===== src/rtl/writeback_queue_pkg.sv =====
`default_nettype none
// ============================================================================
// Module      : writeback_queue_pkg
// Description : Shared widths and the pending-write entry type for the
//               writeback queue and its forwarding matcher.
// Revision    : 1.0 - initial release
// ============================================================================
package writeback_queue_pkg;

    localparam int REG_NUM_W = 3;
    localparam int DATA_W    = 16;

    // One pending register-file write.
    typedef struct packed {
        logic [REG_NUM_W-1:0] writenum;
        logic [DATA_W-1:0]    data;
    } wbq_entry_t;

endpackage
`default_nettype wire


===== src/rtl/wbq_fwd_match.sv =====
`default_nettype none
// ============================================================================
// Module      : wbq_fwd_match
// Description : Youngest-match selector. Walks the occupied entries from the
//               oldest (head) towards the tail so the last match found is
//               the youngest one.
// Revision    : 1.0 - initial release
// ============================================================================
module wbq_fwd_match
    import writeback_queue_pkg::*;
#(
    parameter int DEPTH = 4,
    parameter int PTR_W = 2
)
(
    input  logic [DEPTH-1:0]       valid,
    input  wbq_entry_t [DEPTH-1:0] entries,
    input  logic [PTR_W-1:0]       head,
    input  logic [REG_NUM_W-1:0]   readnum,
    output logic                   hit,
    output logic [DATA_W-1:0]      data
);

    logic [PTR_W-1:0] idx;

    // Age-ordered scan; later (younger) matches overwrite earlier ones.
    always_comb begin
        hit  = 1'b0;
        data = '0;
        idx  = '0;
        for (int i = 0; i < DEPTH; i++) begin
            idx = head + PTR_W'(i);
            if (valid[idx] && (entries[idx].writenum == readnum)) begin
                hit  = 1'b1;
                data = entries[idx].data;
            end
        end
    end

endmodule
`default_nettype wire


===== src/rtl/writeback_queue.sv =====
`default_nettype none
// ============================================================================
// Module      : writeback_queue
// Description : FIFO of pending register-file writes. Entries drain into the
//               register file whenever its write port is free, and readers
//               can forward the youngest pending value for a register.
// Revision    : 1.0 - initial release
// ============================================================================
module writeback_queue
    import writeback_queue_pkg::*;
#(
    parameter int DEPTH = 4
)
(
    input  logic                 clk,
    input  logic                 rst_n,
    input  logic                 in_valid,
    output logic                 in_ready,
    input  logic [REG_NUM_W-1:0] in_writenum,
    input  logic [DATA_W-1:0]    in_data,
    input  logic                 drain_en,
    output logic                 write,
    output logic [REG_NUM_W-1:0] writenum,
    output logic [DATA_W-1:0]    data_in,
    input  logic [REG_NUM_W-1:0] fwd_readnum,
    output logic                 fwd_hit,
    output logic [DATA_W-1:0]    fwd_data,
    output logic [3:0]           count
);

    localparam int         PTR_W     = (DEPTH > 1) ? $clog2(DEPTH) : 1;
    localparam logic [3:0] DEPTH_CNT = 4'(DEPTH);

    wbq_entry_t [DEPTH-1:0] entries;
    logic [DEPTH-1:0]       valid;
    logic [PTR_W-1:0]       head;
    logic [PTR_W-1:0]       tail;
    logic [3:0]             occ;
    logic                   push;
    logic                   pop;
    logic                   not_empty;
    logic                   match_hit;
    logic [DATA_W-1:0]      match_data;
    wbq_entry_t             head_entry;

    // Outputs are forced quiet while rst_n is low so nothing reaches the
    // register file on the reset edge, even with stale state before it.
    assign not_empty  = rst_n && (occ != 4'd0);
    assign in_ready   = rst_n && (occ < DEPTH_CNT);
    assign push       = in_valid && in_ready;
    assign write      = not_empty && drain_en;
    assign pop        = write;
    assign head_entry = entries[head];
    assign writenum   = not_empty ? head_entry.writenum : '0;
    assign data_in    = not_empty ? head_entry.data : '0;
    assign count      = occ;
    assign fwd_hit    = rst_n && match_hit;
    assign fwd_data   = (rst_n && match_hit) ? match_data : '0;

    // Pointer, occupancy and per-entry valid bookkeeping.
    always_ff @(posedge clk) begin
        if (!rst_n) begin
            head  <= '0;
            tail  <= '0;
            occ   <= '0;
            valid <= '0;
        end else begin
            if (pop) begin
                head        <= head + PTR_W'(1);
                valid[head] <= 1'b0;
            end
            if (push) begin
                tail        <= tail + PTR_W'(1);
                valid[tail] <= 1'b1;
            end
            case ({push, pop})
                2'b10:   occ <= occ + 4'd1;
                2'b01:   occ <= occ - 4'd1;
                default: occ <= occ;
            endcase
        end
    end

    // Entry payload; validity is tracked separately so no reset is needed.
    always_ff @(posedge clk) begin
        if (push) begin
            entries[tail] <= {in_writenum, in_data};
        end
    end

    wbq_fwd_match #(
        .DEPTH (DEPTH),
        .PTR_W (PTR_W)
    ) u_fwd_match (
        .valid   (valid),
        .entries (entries),
        .head    (head),
        .readnum (fwd_readnum),
        .hit     (match_hit),
        .data    (match_data)
    );

endmodule
`default_nettype wire


===== config.mk =====
export PLATFORM = sky130hd
export DESIGN_NAME = writeback_queue
export DESIGN_NICKNAME = d
export VERILOG_FILES = /design/src/rtl/writeback_queue_pkg.sv /design/src/rtl/wbq_fwd_match.sv /design/src/rtl/writeback_queue.sv
export SDC_FILE = /design/constraint.sdc
export NUM_CORES = 1
export LEC_CHECK = 0
export ABC_CLOCK_PERIOD_IN_PS = 5400
export BUFFER_PORTS_ARGS = -buffer_cell sky130_fd_sc_hd__buf_2
export CAP_MARGIN = 20
export CORE_MARGIN = 8
export CORE_UTILIZATION = 64
export CTS_CLUSTER_DIAMETER = 30
export DETAILED_ROUTE_END_ITERATION = 10
export PLACE_DENSITY = 0.86
export SETUP_SLACK_MARGIN = 0.3
export SLEW_MARGIN = 15
export SYNTH_ARGS = -nofsm -noshare
export SYNTH_HDL_FRONTEND = slang
export SYNTH_HIERARCHICAL = 1
export SYNTH_SLANG_ARGS = --single-unit

===== constraint.sdc =====
create_clock -name clk -period 5.4 [get_ports clk]
set_input_delay 0.54 -clock clk [delete_from_list [all_inputs] [get_ports clk]]
set_output_delay 0.54 -clock clk [all_outputs]
set_load 0.02 [all_outputs]

After elaboration in Yosys (flattened, before gate mapping)
Cells that the tools add are included.
{"block": "op_classes", "add_sub_neg": 6, "mul": 0, "n_div": 0, "order_cmp": 8, "eq_ne": 6, "n_shift": 0, "muxes": 38, "bitwise_logic": 3, "n_reduce_logical": 13}
{"operator": "19-bit binary-select mux with 2-bit select", "count": 4}
{"operator": "16-bit two-way mux", "count": 6}
{"operator": "19-bit two-way mux", "count": 5}
{"operator": "76-bit bitwise mux", "count": 1}
{"operator": "19-bit demux with 2-bit select", "count": 1}
{"operator": "2-bit by 3-bit < comparator with 1-bit output, second input constant", "count": 5}
{"operator": "3-bit == test", "count": 4}
{"operator": "4-bit two-way mux", "count": 3}
{"operator": "1-bit logical AND", "count": 11}
{"operator": "1-bit two-way mux", "count": 10}
{"operator": "1-bit binary-select mux with 2-bit select", "count": 4}
{"operator": "4-bit case mux with 2 select lines", "count": 1}
{"operator": "2-bit by 1-bit adder with 2-bit output, second input constant", "count": 2}
{"operator": "2-bit adder, second input constant", "count": 2}
{"operator": "4-bit by 1-bit adder with 4-bit output, second input constant", "count": 1}
{"operator": "4-bit bitwise AND", "count": 1}
{"operator": "1-bit demux with 2-bit select", "count": 2}
{"operator": "2-bit by 1-bit greater-or-equal comparator with 1-bit output, second input constant", "count": 2}
{"operator": "4-bit by 3-bit < comparator with 1-bit output, second input constant", "count": 1}
{"operator": "4-bit NOT", "count": 1}
{"operator": "4-bit OR", "count": 1}
{"operator": "4-bit nonzero test", "count": 1}
{"operator": "4-bit by 1-bit subtractor with 4-bit output, second input constant", "count": 1}
{"operator": "3-bit two-way mux", "count": 1}
{"operator": "other kinds (3)", "count": 3}
{"block": "word_totals", "regBits": 88, "latchBits": 0, "mem_bits_rw": 0, "rom_bits": 0, "inputBits": 26, "out_inout_bits": 42, "wordCells": 86, "memories": 0}

Longest topological paths before layout
{"block": "depth", "ltp_word": 10, "depth_mapped": 12}

Hierarchy
The synthesis kept the hierarchy.
{"module": "writeback_queue", "instances": 1, "cells_per_inst": 218, "area_per_inst_um2": 3739.8, "seq_area_each_um2": 2522.4}
{"module": "wbq_fwd_match", "instances": 1, "cells_per_inst": 328, "area_per_inst_um2": 2353.5, "seq_area_each_um2": 0.0}

Least setup slack after synthesis
OpenSTA, ideal clock, no wires.
{"block": "synth_timing", "path_kind": "input -> output", "from": "input port fwd_readnum[0]", "to": "output port fwd_data[10]", "arrival_time_ns": 2.419, "t_required_ns": 4.860, "slack_ns": 2.441, "path_stages": 9, "path_cell_list": "buf_2 -> xnor2_1 -> a22oi_1 -> o41ai_4 -> buf_2 -> nor2_1 -> nand2_1 -> clkbuf_1 -> and3_1"}
{"block": "synth_via", "elab_chain_len": 8, "word_cells_on_any_way": 18}
{"element": "start: declaration", "line": "writeback_queue.sv:25", "source": "input logic [REG_NUM_W-1:0] fwd_readnum,"}
{"element": "3-bit == test", "line": "wbq_fwd_match.sv:33", "source": "if (valid[idx] && (entries[idx].writenum == readnum)) begin"}
{"element": "1-bit logical AND", "line": "wbq_fwd_match.sv:33"}
{"element": "1-bit two-way mux (3 in series)", "line": "wbq_fwd_match.sv:33"}
{"element": "1-bit two-way mux *", "line": "wbq_fwd_match.sv:33"}
{"element": "net match_hit", "line": "writeback_queue.sv:42", "source": "logic match_hit;"}
{"element": "1-bit logical AND *", "line": "writeback_queue.sv:58", "source": "assign fwd_data = (rst_n && match_hit) ? match_data : '0;"}
{"element": "16-bit two-way mux *", "line": "writeback_queue.sv:58"}
{"element": "end: declaration", "line": "writeback_queue.sv:27", "source": "output logic [DATA_W-1:0] fwd_data,"}
Mark *: on every way through the listed nets, which the timed path passes. The rest lies on a longest branch.

Worst setup path after layout
{"block": "layout_timing", "from": "register head[0]", "to": "output port fwd_data[10]"}
{"block": "layout_via", "word_cells_on_any_way": 37}
{"element": "start: declaration", "line": "writeback_queue.sv:36", "source": "logic [PTR_W-1:0] head;"}
{"element": "start signal: assignment", "line": "writeback_queue.sv:69", "source": "head <= head + PTR_W'(1);"}
{"element": "2-bit by 1-bit adder with 2-bit output / 19-bit binary-select mux with 2-bit select (equally long branches)", "line": "wbq_fwd_match.sv:32, wbq_fwd_match.sv:33, wbq_fwd_match.sv:35"}
{"element": "19-bit binary-select mux with 2-bit select / 19-bit two-way mux (equally long branches)", "line": "wbq_fwd_match.sv:33, wbq_fwd_match.sv:35"}
{"element": "19-bit two-way mux (implied by the code) / 3-bit == test (equally long branches)", "line": "wbq_fwd_match.sv:35, wbq_fwd_match.sv:33"}
{"element": "3-bit == test / 1-bit logical AND (equally long branches)", "line": "wbq_fwd_match.sv:33"}
{"element": "1-bit logical AND / 16-bit two-way mux (equally long branches)", "line": "wbq_fwd_match.sv:33"}
{"element": "16-bit two-way mux (2 in series)", "line": "wbq_fwd_match.sv:33"}
{"element": "16-bit two-way mux *", "line": "wbq_fwd_match.sv:33"}
{"element": "net match_data[10]", "line": "writeback_queue.sv:43", "source": "logic [DATA_W-1:0] match_data;"}
{"element": "16-bit two-way mux *", "line": "writeback_queue.sv:58"}
Mark *: on every way through the listed nets, which the timed path passes. The rest lies on a longest branch. The select of a mux whose other input is x is not followed.

==> summary.txt <==
STA
  – Clock Skews: 0.0115 ns
  – Fin Hold WS: 0.396 ns
  – Final setup viols: 0
  – Slew HR: 0.250
  – Max frequency: 0.228 GHz
  – Total negative slack: 0 ns
  – Max-slew violations: 0
  – Tcrit/Tclk final: 0.812
  – Post-layout min period: approximately 4.4 ns
  – Final hold vios: 0
  – Tightest Pin Transition: 1.13 ns
  – Unrepaired setup endpoints after global routing: false

Clock network
  – Setup Buffers After CTS: 0
  – Clk Latency, worst-skew pair: between 0.3 and 0.4 ns
  – TritonCTS buffer count: 9
  – Clock tree buffer depth: 2
  – CTS tree: built
  – Worst-path clk slew: 0.10 ns
  – PostCTS Resize Cnt: 0
  – Root buf cell: clkbuf_8
  – # H-tree levels: 3
  – Clk sink count: 88
  – Hold Buf Count CTS: 0

Die
  – I/O Pins: slightly below 70
  – Core area: about 9200 sq um
  – Die X: between 100 and 150 um
  – Die height: 114 um
  – Die Footprint: 12900 sq um
  – Row count: 35
  – Initial Utilization: 0.659

Final layout
  – Share of cells above drive strength 1: 0.273
  – Area growth, synth to finish: 8.42%
  – Ant. Diodes: 0
  – Net count, final: between 600 and 700
  – Fill cells: 648

GRT
  – Antenna violations before repair: 0
  – Grt met2 use: 0.350
  – Number of global-route vias before repair: between 4000 and 5000
  – GRT met1 Usage: 0.264
  – Total GRT Usage: 0.213
  – First-pass GRT wire length: 22.1 mm
  – Pin count of the biggest net entering global routing: 102
  – Global routing usage on met3: 0.0433
  – Grt ovf: 0
  – GRT busiest layer: met2

Run
  – Max-Cap Viols: 0

Synthesis
  – Post-synthesis net count: 583
  – Sequential share of the synthesized area: 0.414
  – Syn avg cell area: 11.2 sq um
  – Synth warn: 6
  – FFs w/ async S/R, synth: 0
  – Syn Inst Count: 546
  – Synthesis-stage register bit count: 88
  – Mapped Area: a little over 6000 sq um
  – Primary FF master, synth: edfxtp_1
  – Number of flops mapped to enable cells by yosys: 76
  – Post-synth cell types: 47

Place
  – Routability congestion estimate: ~0.85
  – Buffers on Ports: 67
  – DP HPWL: 9.22 mm

Route
  – Routed wire length: between 10 and 15 mm
  – Via density: 6.44
  – Detailed Route Iter0 Violations: 358
  – Antenna Nets Post-Route: 0
  – # DRC: 0
  – Routed wire length per instance: about 20 um
  – Vias: around 4600
  – DRT Pass-1 Iters: 5

Setup path
  – Worst Path Required: 4.86 ns
  – Crit start category: flop
  – Critical Path End Type: primary output
  – Worst EP arrival: 3.84 ns
  – CP Max Fanout: about 100
  – Critical path type: flop to primary output

Hold path
  – Hold crit path type: input pin to flop

Power
  – Maximum vdd ir drop: 0.000179 V
  – Pleak: 2.30 nW
  – P per Cell Area: 254 nW/um^2

Status
  – Status: finished, final reports clean
## cell usage after synthesis, types with 2 or more instances
cell | number | area share
a211oi_1 | 48 | 0.059
a221oi_1 | 6 | 0.0086
o21ai_0 | 36 | 0.030
buf_8 | 2 | 0.0049
o32ai_1 | 3 | 0.0043
edfxtp_1 | 76 | 0.37
a21boi_1 | 5 | 0.0062
and2_1 | 10 | 0.010
buf_4 | 5 | 0.0062
nor2_1 | 34 | 0.021
ha_1 | 11 | 0.023
nor2b_1 | 24 | 0.025
xnor2_1 | 13 | 0.019
o41ai_4 | 2 | 0.0090
xor2_1 | 6 | 0.0086
mux2_2 | 32 | 0.059
mux2i_1 | 45 | 0.074
nand2_1 | 57 | 0.035
and3_1 | 17 | 0.017
buf_6 | 4 | 0.0074
or3_1 | 2 | 0.0021
o21a_1 | 4 | 0.0049
dfxtp_1 | 12 | 0.039
clkbuf_1 | 21 | 0.013
buf_2 | 14 | 0.011
mux4_2 | 19 | 0.070
a221oi_2 | 10 | 0.025
inv_1 | 9 | 0.0055
## cell families (layout without fill, tap and decap cells)
kind of cell,Yosys count,after routing,share of synthesized area
xor+xnor,19,19,0.0273
mux,97,97,0.206
compound gates,121,121,0.155
simple gates,155,155,0.127
fa+ha+maj,11,11,0.0226
buf+inv,55,99,0.0485
flops,88,88,0.414
## cell type report
class,count,area [sq um],share of cell area
repair buffers,74,403,0.0610
flip-flops and latches,88,2530,0.383
clock inverters,3,21.3,0.00322
well taps,129,161,0.0244
clock buffers,13,180,0.0273
multi-input cells,403,3280,0.496
inverters,9,33.8,0.00511
## report_power, final
part / internal, mW / switching (mW) / leakage [nW]
clock network: 0.222 / 0.236 / 0.101
logic: 0.165 / 0.231 / 1.41
registers: 0.776 / 0.0451 / 0.789
total: 1.16 / 0.512 / 2.30
## registers in the layout, indices dropped and copies added, names as in the netlist
register and count:
count 4, entries 76, head 2, tail 2
valid 4
## metrics by stage
stage           util  power [mW]  cell area [sq um]  setup WS (ns)  instances
2_1_floorplan      -        1.13               6090           2.44        546
3_3_place_gp   0.690        1.21               6370           1.59        701
3_5_place_dp   0.690        1.23               6370           1.44        701
4_1_cts        0.712        1.67               6580           1.03        717
5_1_grt        0.715        1.74               6610          0.725        719
6_report       0.715        1.67               6610           1.02        719
## worst paths after layout
check	from	endpoint	slack [ns]	depth (start not counted)
worst max-delay path	head[0]	fwd_data[10]	1.02	8
worst min-delay path	in_data[12]	entries[12]	0.40	1
worst max register to register	count[1]	count[2]	2.83	10
worst min register to register	tail[1]	tail[1]	0.53	2
## critical path: stages, from the launching register on
cell and delay (ns):
dfxtp_4 0.69, buf_4 0.83, a2bb2oi_1 0.21, nand3b_4 0.36
and2_0 0.44, buf_4 0.29, a221oi_2 0.26, and3_1 0.21
buf_2 0.17
## cells in the final DEF (no fill, tap or decap), drive strengths merged, types with 2 or more instances in the layout
cell	n
o21a	4
nor2b	24
and2	11
edfxtp	76
o21ai	36
o41ai	2
clkbuf	13
a21oi	2
a221oi	16
mux4	19
xor2	6
a211oi	48
inv	10
xnor2	13
ha	11
or3	2
and3	17
nand2	57
o32ai	3
mux2	33
buf	74
dfxtp	12
mux2i	45
a21boi	5
nor3	2
nor2	35
## per-layer routing
| layer | vias up | part of all wire |
|---|---|---|
| met1 | 2222 | 0.41 |
| met3 | 40 | 0.082 |
| met2 | 222 | 0.48 |
| li1 | 2148 | - |
| met5 | - | 0 |
| met4 | 0 | 0.031 |
Note: power is estimated with default switching activity, not from simulation.
